## src/rtl/ibex_ex_op_sequencer_pkg.sv

```systemverilog
// Shared types for the EX op sequencer: op classes, FSM states, timeout counter width.
package ibex_ex_op_sequencer_pkg;

  typedef enum logic [1:0] {
    EX_ALU   = 2'd0,
    EX_MULT  = 2'd1,
    EX_DIV   = 2'd2,
    EX_CHERI = 2'd3
  } ex_class_e;

  typedef enum logic [1:0] {
    SEQ_IDLE,
    SEQ_WAIT_MD,
    SEQ_CHERI2,
    SEQ_HOLD
  } ex_seq_state_e;

  localparam int unsigned EX_SEQ_CNT_W = 6;

  typedef logic [EX_SEQ_CNT_W-1:0] md_cnt_t;

  function automatic logic [31:0] sat_inc32(input logic [31:0] v);
    return (v == '1) ? v : v + 32'd1;
  endfunction

endpackage

```

## src/rtl/ibex_ex_op_sequencer_if.sv

```systemverilog
// Request/result handshake bundle between ID, the EX sequencer and writeback.
interface ibex_ex_op_sequencer_if #(
  parameter int unsigned CAP_W = 93,
  parameter int unsigned EXC_W = 22
);

  logic             req_valid;
  logic             req_ready;
  logic [1:0]       req_class;
  logic             req_cheri_2p;
  logic             res_valid;
  logic             res_ready;
  logic [CAP_W-1:0] res_wdata;
  logic [EXC_W-1:0] res_exc;
  logic             res_timeout;

  // ID/writeback side
  modport master (
    output req_valid, req_class, req_cheri_2p, res_ready,
    input  req_ready, res_valid, res_wdata, res_exc, res_timeout
  );

  // sequencer side
  modport slave (
    input  req_valid, req_class, req_cheri_2p, res_ready,
    output req_ready, res_valid, res_wdata, res_exc, res_timeout
  );

endinterface

```

## src/rtl/ibex_ex_op_sequencer_result_buf.sv

```systemverilog
// One-entry hold register for the EX result, exceptions and timeout flag.
module ibex_ex_seq_result_buf #(
  parameter int unsigned CAP_W = 93,
  parameter int unsigned EXC_W = 22
) (
  input  logic             clk_i,
  input  logic             rst_i,
  input  logic             load_i,
  input  logic             clear_i,
  input  logic [CAP_W-1:0] wdata_i,
  input  logic [EXC_W-1:0] exc_i,
  input  logic             timeout_i,
  output logic [CAP_W-1:0] wdata_o,
  output logic [EXC_W-1:0] exc_o,
  output logic             timeout_o
);

  logic [CAP_W-1:0] wdata_q;
  logic [EXC_W-1:0] exc_q;
  logic             timeout_q;

  // load wins so a drain cycle can clear the old entry and capture the next op
  always_ff @(posedge clk_i or posedge rst_i) begin
    if (rst_i) begin
      wdata_q   <= '0;
      exc_q     <= '0;
      timeout_q <= 1'b0;
    end else if (load_i) begin
      wdata_q   <= wdata_i;
      exc_q     <= exc_i;
      timeout_q <= timeout_i;
    end else if (clear_i) begin
      wdata_q   <= '0;
      exc_q     <= '0;
      timeout_q <= 1'b0;
    end
  end

  assign wdata_o   = wdata_q;
  assign exc_o     = exc_q;
  assign timeout_o = timeout_q;

endmodule

```

## src/rtl/ibex_ex_op_sequencer.sv

```systemverilog
// EX op sequencer: accepts ops from ID, drives unit enables, holds result toward writeback.
// Optional performance counters enabled by defining IBEX_EX_SEQ_PERF_EN.
module ibex_ex_op_sequencer
  import ibex_ex_op_sequencer_pkg::*;
#(
  parameter int unsigned CAP_W      = 93,
  parameter int unsigned EXC_W      = 22,
  parameter int unsigned MD_TIMEOUT = 40
) (
  input  logic                  clk_i,
  input  logic                  rst_i,
  ibex_ex_op_sequencer_if.slave ex_if,
  input  logic                  flush_i,
  output logic                  mult_en_o,
  output logic                  div_en_o,
  output logic                  cheri_en_o,
  output logic                  cheri_pass_o,
  input  logic                  md_valid_i,
  input  logic [CAP_W-1:0]      ex_wdata_i,
  input  logic [EXC_W-1:0]      cheri_exc_i,
  output logic                  busy_o,
  output logic [31:0]           perf_md_cyc_o,
  output logic [31:0]           perf_wb_stall_o
);

  // last WAIT_MD count value before a forced completion (MD_TIMEOUT-1 cycles total)
  localparam md_cnt_t MD_CNT_LAST = md_cnt_t'(MD_TIMEOUT - 2);

  ex_seq_state_e    state_q, state_d;
  logic             md_div_q, md_div_d;
  md_cnt_t          md_cnt_q, md_cnt_d;
  ex_class_e        req_class;
  logic             req_ready;
  logic             accept;
  logic             buf_load, buf_clear, ld_timeout;
  logic [CAP_W-1:0] ld_wdata;
  logic [EXC_W-1:0] ld_exc;

  assign req_class       = ex_class_e'(ex_if.req_class);
  assign req_ready       = !flush_i &&
                           ((state_q == SEQ_IDLE) || ((state_q == SEQ_HOLD) && ex_if.res_ready));
  assign accept          = ex_if.req_valid && req_ready;
  assign ex_if.req_ready = req_ready;
  assign ex_if.res_valid = (state_q == SEQ_HOLD);
  assign busy_o          = (state_q != SEQ_IDLE);

  always_ff @(posedge clk_i or posedge rst_i) begin
    if (rst_i) begin
      state_q  <= SEQ_IDLE;
      md_div_q <= 1'b0;
      md_cnt_q <= '0;
    end else begin
      state_q  <= state_d;
      md_div_q <= md_div_d;
      md_cnt_q <= md_cnt_d;
    end
  end

  always_comb begin
    state_d      = state_q;
    md_div_d     = md_div_q;
    md_cnt_d     = md_cnt_q;
    mult_en_o    = 1'b0;
    div_en_o     = 1'b0;
    cheri_en_o   = 1'b0;
    cheri_pass_o = 1'b0;
    buf_load     = 1'b0;
    buf_clear    = 1'b0;
    ld_wdata     = ex_wdata_i;
    ld_exc       = '0;
    ld_timeout   = 1'b0;

    if (flush_i) begin
      state_d   = SEQ_IDLE;
      buf_clear = 1'b1;
    end else begin
      unique case (state_q)
        SEQ_IDLE: ;
        SEQ_WAIT_MD: begin
          mult_en_o = !md_div_q;
          div_en_o  = md_div_q;
          if (md_valid_i) begin
            buf_load = 1'b1;
            state_d  = SEQ_HOLD;
          end else if (md_cnt_q == MD_CNT_LAST) begin
            buf_load   = 1'b1;
            ld_wdata   = '0;
            ld_timeout = 1'b1;
            state_d    = SEQ_HOLD;
          end else begin
            md_cnt_d = md_cnt_q + md_cnt_t'(1'b1);
          end
        end
        SEQ_CHERI2: begin
          cheri_en_o   = 1'b1;
          cheri_pass_o = 1'b1;
          buf_load     = 1'b1;
          ld_exc       = cheri_exc_i;
          state_d      = SEQ_HOLD;
        end
        SEQ_HOLD: begin
          if (ex_if.res_ready) begin
            buf_clear = 1'b1;
            state_d   = SEQ_IDLE;
          end
        end
        default: state_d = SEQ_IDLE;
      endcase

      // a new op overrides the IDLE/HOLD-drain decision above
      if (accept) begin
        unique case (req_class)
          EX_ALU: begin
            buf_load = 1'b1;
            ld_exc   = cheri_exc_i;
            state_d  = SEQ_HOLD;
          end
          EX_MULT, EX_DIV: begin
            mult_en_o = (req_class == EX_MULT);
            div_en_o  = (req_class == EX_DIV);
            md_div_d  = (req_class == EX_DIV);
            md_cnt_d  = '0;
            if (md_valid_i) begin
              buf_load = 1'b1;
              state_d  = SEQ_HOLD;
            end else begin
              state_d  = SEQ_WAIT_MD;
            end
          end
          EX_CHERI: begin
            cheri_en_o = 1'b1;
            if (!ex_if.req_cheri_2p || (cheri_exc_i != '0)) begin
              buf_load = 1'b1;
              ld_exc   = cheri_exc_i;
              state_d  = SEQ_HOLD;
            end else begin
              state_d  = SEQ_CHERI2;
            end
          end
          default: state_d = SEQ_IDLE;
        endcase
      end
    end
  end

  ibex_ex_seq_result_buf #(
    .CAP_W (CAP_W),
    .EXC_W (EXC_W)
  ) u_result_buf (
    .clk_i     (clk_i),
    .rst_i     (rst_i),
    .load_i    (buf_load),
    .clear_i   (buf_clear),
    .wdata_i   (ld_wdata),
    .exc_i     (ld_exc),
    .timeout_i (ld_timeout),
    .wdata_o   (ex_if.res_wdata),
    .exc_o     (ex_if.res_exc),
    .timeout_o (ex_if.res_timeout)
  );

`ifdef IBEX_EX_SEQ_PERF_EN
  logic [31:0] perf_md_q, perf_stall_q;

  always_ff @(posedge clk_i or posedge rst_i) begin
    if (rst_i) begin
      perf_md_q    <= '0;
      perf_stall_q <= '0;
    end else begin
      if (state_q == SEQ_WAIT_MD) begin
        perf_md_q <= sat_inc32(perf_md_q);
      end
      if ((state_q == SEQ_HOLD) && !ex_if.res_ready) begin
        perf_stall_q <= sat_inc32(perf_stall_q);
      end
    end
  end

  assign perf_md_cyc_o   = perf_md_q;
  assign perf_wb_stall_o = perf_stall_q;
`else
  assign perf_md_cyc_o   = '0;
  assign perf_wb_stall_o = '0;
`endif

endmodule

```

## src/flat_wrapper.sv

```systemverilog
// flat-port wrapper written by rule: the top's interface ports become plain ports
module ibex_ex_op_sequencer_flat import ibex_ex_op_sequencer_pkg::*;
#(
  parameter int unsigned CAP_W      = 93,
  parameter int unsigned EXC_W      = 22,
  parameter int unsigned MD_TIMEOUT = 40
)
  (clk_i, rst_i, flush_i, mult_en_o, div_en_o, cheri_en_o, cheri_pass_o, md_valid_i, ex_wdata_i, cheri_exc_i, busy_o, perf_md_cyc_o, perf_wb_stall_o, ex_if_req_valid, ex_if_req_class, ex_if_req_cheri_2p, ex_if_res_ready, ex_if_req_ready, ex_if_res_valid, ex_if_res_wdata, ex_if_res_exc, ex_if_res_timeout);
  ibex_ex_op_sequencer_if #(.CAP_W(CAP_W), .EXC_W(EXC_W)) ex_if_i ();
  input  logic clk_i;
  input  logic rst_i;
  input  logic flush_i;
  output logic mult_en_o;
  output logic div_en_o;
  output logic cheri_en_o;
  output logic cheri_pass_o;
  input  logic md_valid_i;
  input  logic [CAP_W-1:0] ex_wdata_i;
  input  logic [EXC_W-1:0] cheri_exc_i;
  output logic busy_o;
  output logic [31:0] perf_md_cyc_o;
  output logic [31:0] perf_wb_stall_o;
  input wire logic [$bits(ex_if_i.req_valid)-1:0] ex_if_req_valid;
  input wire logic [$bits(ex_if_i.req_class)-1:0] ex_if_req_class;
  input wire logic [$bits(ex_if_i.req_cheri_2p)-1:0] ex_if_req_cheri_2p;
  input wire logic [$bits(ex_if_i.res_ready)-1:0] ex_if_res_ready;
  output wire logic [$bits(ex_if_i.req_ready)-1:0] ex_if_req_ready;
  output wire logic [$bits(ex_if_i.res_valid)-1:0] ex_if_res_valid;
  output wire logic [$bits(ex_if_i.res_wdata)-1:0] ex_if_res_wdata;
  output wire logic [$bits(ex_if_i.res_exc)-1:0] ex_if_res_exc;
  output wire logic [$bits(ex_if_i.res_timeout)-1:0] ex_if_res_timeout;
  assign ex_if_i.req_valid = ex_if_req_valid;
  assign ex_if_i.req_class = ex_if_req_class;
  assign ex_if_i.req_cheri_2p = ex_if_req_cheri_2p;
  assign ex_if_i.res_ready = ex_if_res_ready;
  assign ex_if_req_ready = ex_if_i.req_ready;
  assign ex_if_res_valid = ex_if_i.res_valid;
  assign ex_if_res_wdata = ex_if_i.res_wdata;
  assign ex_if_res_exc = ex_if_i.res_exc;
  assign ex_if_res_timeout = ex_if_i.res_timeout;
  ibex_ex_op_sequencer #(.CAP_W(CAP_W), .EXC_W(EXC_W), .MD_TIMEOUT(MD_TIMEOUT)) u_core (.clk_i(clk_i), .rst_i(rst_i), .ex_if(ex_if_i), .flush_i(flush_i), .mult_en_o(mult_en_o), .div_en_o(div_en_o), .cheri_en_o(cheri_en_o), .cheri_pass_o(cheri_pass_o), .md_valid_i(md_valid_i), .ex_wdata_i(ex_wdata_i), .cheri_exc_i(cheri_exc_i), .busy_o(busy_o), .perf_md_cyc_o(perf_md_cyc_o), .perf_wb_stall_o(perf_wb_stall_o));
endmodule
```

## config.mk

```make
export PLATFORM = sky130hd
export DESIGN_NAME = ibex_ex_op_sequencer_flat
export DESIGN_NICKNAME = d
export VERILOG_FILES = /design/src/rtl/ibex_ex_op_sequencer_pkg.sv /design/src/rtl/ibex_ex_op_sequencer_if.sv /design/src/rtl/ibex_ex_op_sequencer_result_buf.sv /design/src/rtl/ibex_ex_op_sequencer.sv /design/src/flat_wrapper.sv
export SDC_FILE = /design/constraint.sdc
export NUM_CORES = 1
export LEC_CHECK = 0
export ABC_AREA = 1
export CAP_MARGIN = 25
export CELL_PAD_IN_SITES_DETAIL_PLACEMENT = 1
export CELL_PAD_IN_SITES_GLOBAL_PLACEMENT = 1
export CORE_MARGIN = 10
export CORE_UTILIZATION = 25
export CTS_BUF_LIST = sky130_fd_sc_hd__clkbuf_8
export DETAILED_ROUTE_END_ITERATION = 6
export PLACE_DENSITY = 0.77
export REMOVE_ABC_BUFFERS = 1
export SLEW_MARGIN = 30
export SYNTH_ARGS = -nofsm -noshare
export SYNTH_HDL_FRONTEND = slang
export SYNTH_SLANG_ARGS = --single-unit
```

## constraint.sdc

```tcl
create_clock -name clk_i -period 8.9 [get_ports clk_i]
set_input_delay 2.225 -clock clk_i [delete_from_list [all_inputs] [get_ports clk_i]]
set_output_delay 2.225 -clock clk_i [all_outputs]
set_load 0.005 [all_outputs]
```

### Yosys cells after proc, flatten, opt, wreduce, memory -nomap -nowiden

Cells that the tools add are included.

* register bits after elaboration: 125
* input bits: 124
* output and inout bits: 187
* logic and storage cells: 90

* add/sub/neg operators: 1
* equality and inequality tests: 9
* muxes and demuxes: 56
* bitwise operators: 1
* reductions and logical operators: 17

Operators with widths (number)
* $mux 93: 6
* $mux 22: 6
* $pmux 22 s2: 1
* $mux 6: 5
* $mux 1: 28
* $reduce_bool 22->1: 1
* $mux 2: 6
* $pmux 2 s3: 2
* $eq 2x2->1 const B: 4
* $add 6x1->6 const B: 1
* $eq 6x6->1 const B: 1
* $reduce_and 3->1: 2
* $ne 5x3->1 const B: 1
* $reduce_bool 5->1: 1
* $eq 2x1->1 const B: 2
* $logic_not 2->1: 2
* $ne 4x3->1 const B: 1
* $reduce_bool 2->1: 2
* $logic_and 1x1->1: 3
* $logic_not 1->1: 3
* $pmux 1 s3: 1
* $logic_or 1x1->1: 2
* $pmux 1 s2: 1
* $reduce_or 2->1: 1
* $not 1->1: 1

### Depth between registers and ports, before layout

Gate-level depths: netlist of the first run.

* depth after elaboration: 9
* depth in mapped cells: 12
* depth with buffers taken out: 11

### Hierarchy

Synthesis of the first run repeated with hierarchy kept, for this count alone.

* cell total of the unflattened synthesis: 1094
* area, all modules: 7432.1 sq um

By module, submodules not included
* ibex_ex_seq_result_buf: times used 1, cells each 491, area each 4371.7 sq um, seq. area each 2902.8 sq um
* ibex_ex_op_sequencer: times used 1, cells each 603, area each 3060.4 sq um, seq. area each 225.2 sq um

### Worst setup path after synthesis of the first run

Ideal clock, no wire load.

* kind: input -> output
* start: input ex_if_req_class[0]
* end: output mult_en_o
* arrival time: 3403 ps
* data required time: 6675 ps
* slack: 3272 ps
* stages on the path: 8
* cell sequence: inv_1 ha_1 clkbuf_1 inv_1 nor2_1 inv_1 o21ai_1 a21oi_1

* longest elaborated chain between the ends: 5
* elaborated cells on any way between the ends: 6

Ends and longest elaborated chain
* from (decl): line flat_wrapper.sv:24 `input wire logic [$bits(ex_if_i.req_class)-1:0] ex_if_req_class;`
* $eq 2x2->1 / $eq 2x1->1 (equally long branches): line ibex_ex_op_sequencer.sv:112, ibex_ex_op_sequencer.sv:119
* $reduce_or 2->1: line ibex_ex_op_sequencer.sv:112 `unique case (req_class)`
* $mux 1 (*): line ibex_ex_op_sequencer.sv:112
* $mux 1 (*): line ibex_ex_op_sequencer.sv:111 `if (accept) begin`
* $mux 1 (*): line ibex_ex_op_sequencer.sv:73 `if (flush_i) begin`
* to (decl): line flat_wrapper.sv:13 `output logic mult_en_o;`

Mark *: on every way between the ends. The rest lies on a longest branch, timed or not.

### Worst setup path after layout of the first run

Same ends and word-level chain as after synthesis.

==> impl_results.md, run 1 <==
- Switching Fraction: 41.6%
- Fin crit share: around 80%
- Netlist cell types: 28
- Worst Hold Path Cells: 2
- Hold Fails Final Rpt: 0
- Synthesis-stage register bit count: between 100 and 150
- Comb pwr share: 46.6%
- CTS sink cnt: about 130
- GR peak layer: met2
- Setup crit end kind: primary output
- Worst setup margin: 1750 ps
- Total negative slack: 0 ps
- WL/cell: approximately 18 um
- Clock tree root driver cell: clkbuf_8
- Ports: 311
- Worst Path Required: 6680 ps
- # resized after CTS: 0
- Total number of vias: roughly 8k
- Worst r2r src: u_core.state_q[1]
- WS Path Type: input pin to primary output
- Layout area overhead: 35.9%
- Met1 GRT Util: 18.9%
- Crit Path Max Fanout: 45
- Cts hold-fix bufs: 0
- DRT antenna net count: 0
- Hold path endpoint: u_core.u_result_buf.exc_o[15]
- Max Freq: between 0.1 and 0.15 GHz
- Synthesized area per cell: 7.09 sq um
- CP Launch Type: input pin
- Die width: 198 um
- Clock transition at path regs: 80 ps
- Dpl hpwl: 20600 um
- Final Power: 0.00262 W
- GP Congestion: 0.786
- Static leakage: around 5.5 nW
- Core Area: 30800 sq um
- Post-CTS setup buffer count: 0
- DRC Markers: 0
- Worst skew pair latency: 430 ps
- Vias per cell: 4.71
- Met2 usage: 25.4%
- Vias in the first global route: 8441
- Die area: 39000 sq um
- Tmin final: 7150 ps
- Gr ovfl total: 0
- Multi-input gate area: 3520 sq um
- Synth warn: 0
- Final Max Tran Viols: 0
- Cell count after synthesis: 1111
- Port bufs: between 200 and 250
- Rows: 64
- Setup violators final: 0
- Final #Nets: 1429
- Fin Hold WS: 532 ps
- Unrepaired setup endpoints after global routing: no
- Initial core utilization: 25.6%
- Sequential power share: 32.3%
- Crit path DAT: 4930 ps
- Worst Hold Class: register to register
- Filler cells: 3790
- Post-synthesis sequential area ratio: 39.7%
- CTS tree: built
- Reg2reg setup slack: 5200 ps
- TritonCTS buffer count: 17
- RR Endpoint: u_core.u_result_buf.wdata_o[38]
- Storage element area: 3130 sq um
- Pint: 0.00153 W
- R2R cell count: 10
- Drt first-iter violations: 476
- Met3 Use GR: 3.70%
- Run status: finished clean
- GRT Overall Usage: 15.0%
- PwrDens: about 240 nW/um^2
- Syn Std Cell Area: 7880 sq um
- Worst Hold Launch: u_core.u_result_buf.exc_o[15]
- DRT Pass-1 Iters: 4
- H-tree depth: 4
- WL final: 30100 um
- Post-Place Setup Slack: 1730 ps
- Die H: 198 um
- Slew margin rel.: 42.2%
- First-pass GRT wire length: ~48000 um
- Max-cap violations: 0
- Initial antenna violation count: 0
- Setup Skew: 10.3 ps
- Power share of the clock group: 21.1%
- VDD IR max: 0.000208 V
- Share of cells above drive strength 1: 4.28%
- Worst slew pin tran: 866 ps
- Antenna Cells: 0
- Largest net degree at the start of global routing: 82
- Max Buffers Root-to-Sink: 2
- Psw: 0.00109 W
[worst max-delay path, cell delays in order]
cell	delay, ps
clkdlybuf4s50_1	530
inv_1	90
ha_1	280
buf_4	340
inv_1	140
nor2_1	420
inv_1	180
a21oi_1	180
clkdlybuf4s50_1	540
[cells in the final DEF (no fill, tap or decap), types with 5 or more instances in the layout]
cell             Yosys  final
a21oi_1             29     29
buf_4               65     10
clkbuf_8             0     17
clkdlybuf4s50_1      0    246
clkinv_1             5      5
conb_1               1     64
dfrtp_1            125    125
ha_1                10     10
inv_1              151    149
inv_6                0      6
nand2_1            190    190
nand3_1            120    120
nand4_1            117    117
nor2_1             115    115
o21ai_0             56     56
o21ai_1             17     17
[layer usage]
layer  wire [um]  up-vias
li1            -     3827
met1       13200     3953
met4         325        0
met3        1860       17
met2       14800      227
met5           0        -
[through the flow]
| step | instances | cell area [sq um] | utilization (%) |
|---|---|---|---|
| 2_1_floorplan | 1020 | 7230 | - |
| 3_3_place_gp | 1672 | 10300 | 33.3 |
| 3_5_place_dp | 1672 | 10300 | 33.3 |
| 4_1_cts | 1704 | 10700 | 34.7 |
| 5_1_grt | 1704 | 10700 | 34.7 |
| 6_report | 1704 | 10700 | 34.7 |
[state kept, by name, summed over array words and instances (netlist names)]
signal	cells
u_core.u_result_buf.timeout_o	1
u_core.md_div_q	1
u_core.md_cnt_q	6
u_core.u_result_buf.exc_o	22
u_core.state_q	2
u_core.u_result_buf.wdata_o	93
[final cells by class]
type,instances,share of cell area (%)
inverters,160,5.68
multi-input cells,735,32.9
clock inverters,15,1.73
well taps,396,4.63
repair buffers,256,23.7
flip-flops and latches,125,29.2
clock buffers,17,2.19
[cells by family after synthesis]
kind of cell,after synthesis,share of synthesized area (%)
buffers and inverters,314,18.9
adders and majority gates,10,1.59
xor gates and xnor gates,3,0.333
other,1,0.0476
DFF,125,39.7
and+or+nand+nor,551,32.4
AOI/OAI and AO/OA,107,6.99
[cells in the mapped netlist]
master,instances,area (sq um)
nand2_1,190,713
inv_1,151,567
dfrtp_1,125,3130
nand3_1,120,601
nand4_1,117,732
nor2_1,115,432
buf_4,65,488
o21ai_0,56,280
clkbuf_1,43,161
a21oi_1,29,145
buf_2,26,130
o21ai_1,17,85.1
buf_1,15,56.3
ha_1,10,125
buf_6,5,56.3
clkinv_1,5,18.8
inv_2,4,15.0
nand2_4,3,33.8
nor3_1,3,15.0
xor2_1,3,26.3
a21oi_2,2,17.5
conb_1,1,3.75
nand2_2,1,6.26
nand4_2,1,12.5
nor3_2,1,10.0
o2111ai_1,1,8.76
o21a_1,1,7.51
o22ai_1,1,6.26
[power groups by stage]
stage	registers, W	logic [W]	clock network (W)
after floorplan	0.000857	0.000535	0
after global placement	0.000849	0.00121	0
after detailed placement	0.000860	0.00123	0
after CTS	0.000848	0.00124	0.000577
after global routing	0.000873	0.00136	0.000599
final	0.000847	0.00122	0.000553
[how the worst max path moves through the flow]
| stage | from | endpoint | slack [ps] |
|---|---|---|---|
| 2_1_floorplan | flush_i | u_core.md_cnt_q[3] | 2280 |
| 3_3_place_gp | ex_if_req_class[0] | mult_en_o | 1820 |
| 3_5_place_dp | ex_if_req_class[0] | mult_en_o | 1730 |
| 4_1_cts | ex_if_req_class[0] | mult_en_o | 1730 |
| 5_1_grt | ex_if_req_class[0] | mult_en_o | 1550 |
| 6_report | ex_if_req_class[0] | mult_en_o | 1750 |
Note: power is estimated with default switching activity, not from simulation.
==> run 2: changes to the inputs <==
Clock period 8.9 ns to 7.21 ns, I/O delays scaled along.
==> run 2 against run 1 <==
Net effect:
- hold slack got worse by 2.2 ps
- clock skew rose by 6.2 ps
- die area stayed put
- critical path depth down 1
- combinational power is 26% higher
- power rose by 25%
- routed wire length grew 2.9%
- first-iteration DRC count decreased by 13%
- sequential power is 23% higher
- clock power grew 25%
- sequential cell count unchanged
- critical endpoint unchanged
==> impl_results.md, run 2 (synthesis gave the netlist of run 1 again) <==
- Run status: finished clean (unchanged)
- PwrDens: 305 nW/um^2 (was 245 nW/um^2)
- GRT Overall Usage: 15.4% (was 15.0%)
- Total negative slack: 0 ps (unchanged)
- Max stage delay cell, worst path: clkdlybuf4s50_1 (unchanged)
- Worst setup margin: 1060 ps (was 1750 ps)
- Fin crit share: 85.4%
- Critical Path Most Common Cell: clkdlybuf4s50_1 (was inv_1)
- Sequential power share: 31.9% (was 32.3%)
- VDD IR max: 0.000401 V (was 0.000208 V)
- Share of cells above drive strength 1: 4.28% (unchanged)
- Final #Nets: 1430 (was 1429)
- Clock transition at path regs: 80 ps (about the same)
- Clock tree root driver cell: clkbuf_8 (unchanged)
- Crit Path Max Fanout: 27 (was 45)
- Final Power: 0.00327 W (was 0.00262 W)
- Max Freq: roughly 0.16 GHz
- Worst r2r src: u_core.state_q[0] (was u_core.state_q[1])
- CTS tree: built (unchanged)
- Final Max Tran Viols: 0 (unchanged)
- Drt first-iter violations: 415 (was 476)
- Cts hold-fix bufs: 0 (unchanged)
- Most common cell after layout, fill and taps aside: clkdlybuf4s50_1 (unchanged)
- Initial antenna violation count: 0 (unchanged)
- Unrepaired setup endpoints after global routing: no (unchanged)
- Max reg flops: 93 (unchanged)
- Ports: 311 (unchanged)
- Static leakage: 5.48 nW (was 5.47 nW)
- Setup crit end kind: primary output (unchanged)
- Die H: 198 um (unchanged)
- Core Area: 30800 sq um (unchanged)
- Worst slew pin tran: 873 ps (was 866 ps)
- Worst Hold Launch: u_core.u_result_buf.timeout_o (was u_core.u_result_buf.exc_o[15])
- Vias in the first global route: 8387 (was 8441)
- CP Launch Point: ex_if_res_ready (was ex_if_req_class[0])
- Critical path's largest stage delay: 550 ps (was 540 ps)
- Psw: 0.00137 W (was 0.00109 W)
- Rows: 64 (unchanged)
- Crit path DAT: 4350 ps (was 4930 ps)
- Power share of the clock group: 21.1% (about the same)
- Max Buffers Root-to-Sink: 2 (unchanged)
- GP Congestion: 0.758 (was 0.786)
- H-tree depth: 4 (unchanged)
- Pint: 0.00190 W (was 0.00153 W)
- First-pass GRT wire length: 48600 um (was 48000 um)
- Hold Fails Final Rpt: 0 (unchanged)
- Die area: 39000 sq um (unchanged)
- DRT Pass-1 Iters: 4 (unchanged)
- Leading cell types in the layout, fill and taps excluded: clkdlybuf4s50_1, nand2_1, inv_1 (unchanged)
- Port bufs: 246 (unchanged)
- Total number of vias: 8038 (was 8024)
- WL final: 31000 um (was 30100 um)
- Post-route design area: 10700 sq um (about the same)
- Setup violators final: 0 (unchanged)
- Largest net degree at the start of global routing: 105 (was 82)
- Initial core utilization: 25.6% (unchanged)
- DP Area: 10300 sq um (about the same)
- Tmin final: 6150 ps
- Die width: 198 um (unchanged)
- TritonCTS buffer count: 17 (unchanged)
- Worst-path cell chain: clkdlybuf4s50_1 > nand2_1 > a21oi_2 > nand2_2 > nor2_1 > inv_1 > a21oi_1 > clkdlybuf4s50_1 (was clkdlybuf4s50_1 > inv_1 > ha_1 > buf_4 > inv_1 > nor2_1 > inv_1 > a21oi_1 > clkdlybuf4s50_1)
- Comb pwr share: 47.0% (was 46.6%)
- # resized after CTS: 0 (unchanged)
- Max-cap violations: 0 (unchanged)
- Setup Skew: 16.5 ps (was 10.3 ps)
- CTS sink cnt: 125 (unchanged)
- Layout area overhead: 36.0% (was 35.9%)
- CP Launch Type: input pin (unchanged)
- Worst Hold Class: register to register (unchanged)
- Slew margin rel.: 41.7% (was 42.2%)
- Gr ovfl total: 0 (unchanged)
- Vias per cell: 4.72 (was 4.71)
- Antenna Cells: 0 (unchanged)
- WL/cell: 18.2 um (was 17.7 um)
- DRC Markers: 0 (unchanged)
- Dpl hpwl: 20800 um (was 20600 um)
- Switching Fraction: 42.0% (was 41.6%)
- WS Path Type: input pin to primary output (unchanged)
- DRT antenna net count: 0 (unchanged)
- Worst skew pair latency: 440 ps (was 430 ps)
- Worst Path Required: 5410 ps (was 6680 ps)
- Post-Place Setup Slack: 1040 ps (was 1730 ps)
- Post-CTS setup buffer count: 0 (unchanged)
==> run 2: cell count changes in the layout (fill, tap and decap cells not counted) <==
cell / change
buf_12: +1
clkinvlp_4: -2
nand2_8: -1
clkinv_2: -1
clkinv_4: +2
nand2_4: +1
==> run 2: layout make-up <==
type | count | area, sq um
Fill cell | 3824 | 20100
Multi-Input combinational cell | 735 | 3510
Sequential cell | 125 | 3130
Timing Repair Buffer | 257 | 2560
Inverter | 160 | 608
Tap cell | 396 | 495
Clock buffer | 17 | 234
Clock inverter | 14 | 183
==> run 2: final timing paths <==
path | depth (start not counted) | slack, ps | end
max | 8 | 1060 | mult_en_o
min | 2 | 530 | u_core.u_result_buf.timeout_o
max reg2reg | 10 | 3740 | u_core.u_result_buf.wdata_o[91]
min reg2reg | 2 | 530 | u_core.u_result_buf.timeout_o
max in group asynchronous | 3 | 4120 | u_core.u_result_buf.wdata_o[76]
min in group asynchronous | 2 | 1880 | u_core.u_result_buf.wdata_o[88]
==> run 2: routing by layer <==
layer  share of wire, %  track usage (%)
met2                 49             26.4
met4               0.90             2.85
met1                 45             19.1
met5                  0                0
met3                5.3             3.92
==> run 2: through the flow <==
stage / hold WS, ps / util [%] / instances
after floorplan: 508 / - / 1020
after global placement: 503 / 33.4 / 1673
after detailed placement: 511 / 33.4 / 1673
after CTS: 531 / 34.8 / 1704
after global routing: 561 / 34.8 / 1704
final: 530 / 34.8 / 1704
==> run 2: worst max-delay path, delay by kind of cell <==
family	cells	cell delay, ps
simple gates	3	920
compound gates	2	340
buf+inv	3	1290
==> run 2: power groups by stage <==
stage	registers, W	logic (W)	clock network [W]
2_1_floorplan	0.00106	0.000660	0
3_5_place_dp	0.00106	0.00156	0
6_report	0.00104	0.00154	0.000691
3_3_place_gp	0.00104	0.00152	0
4_1_cts	0.00104	0.00156	0.000720
5_1_grt	0.00107	0.00170	0.000752
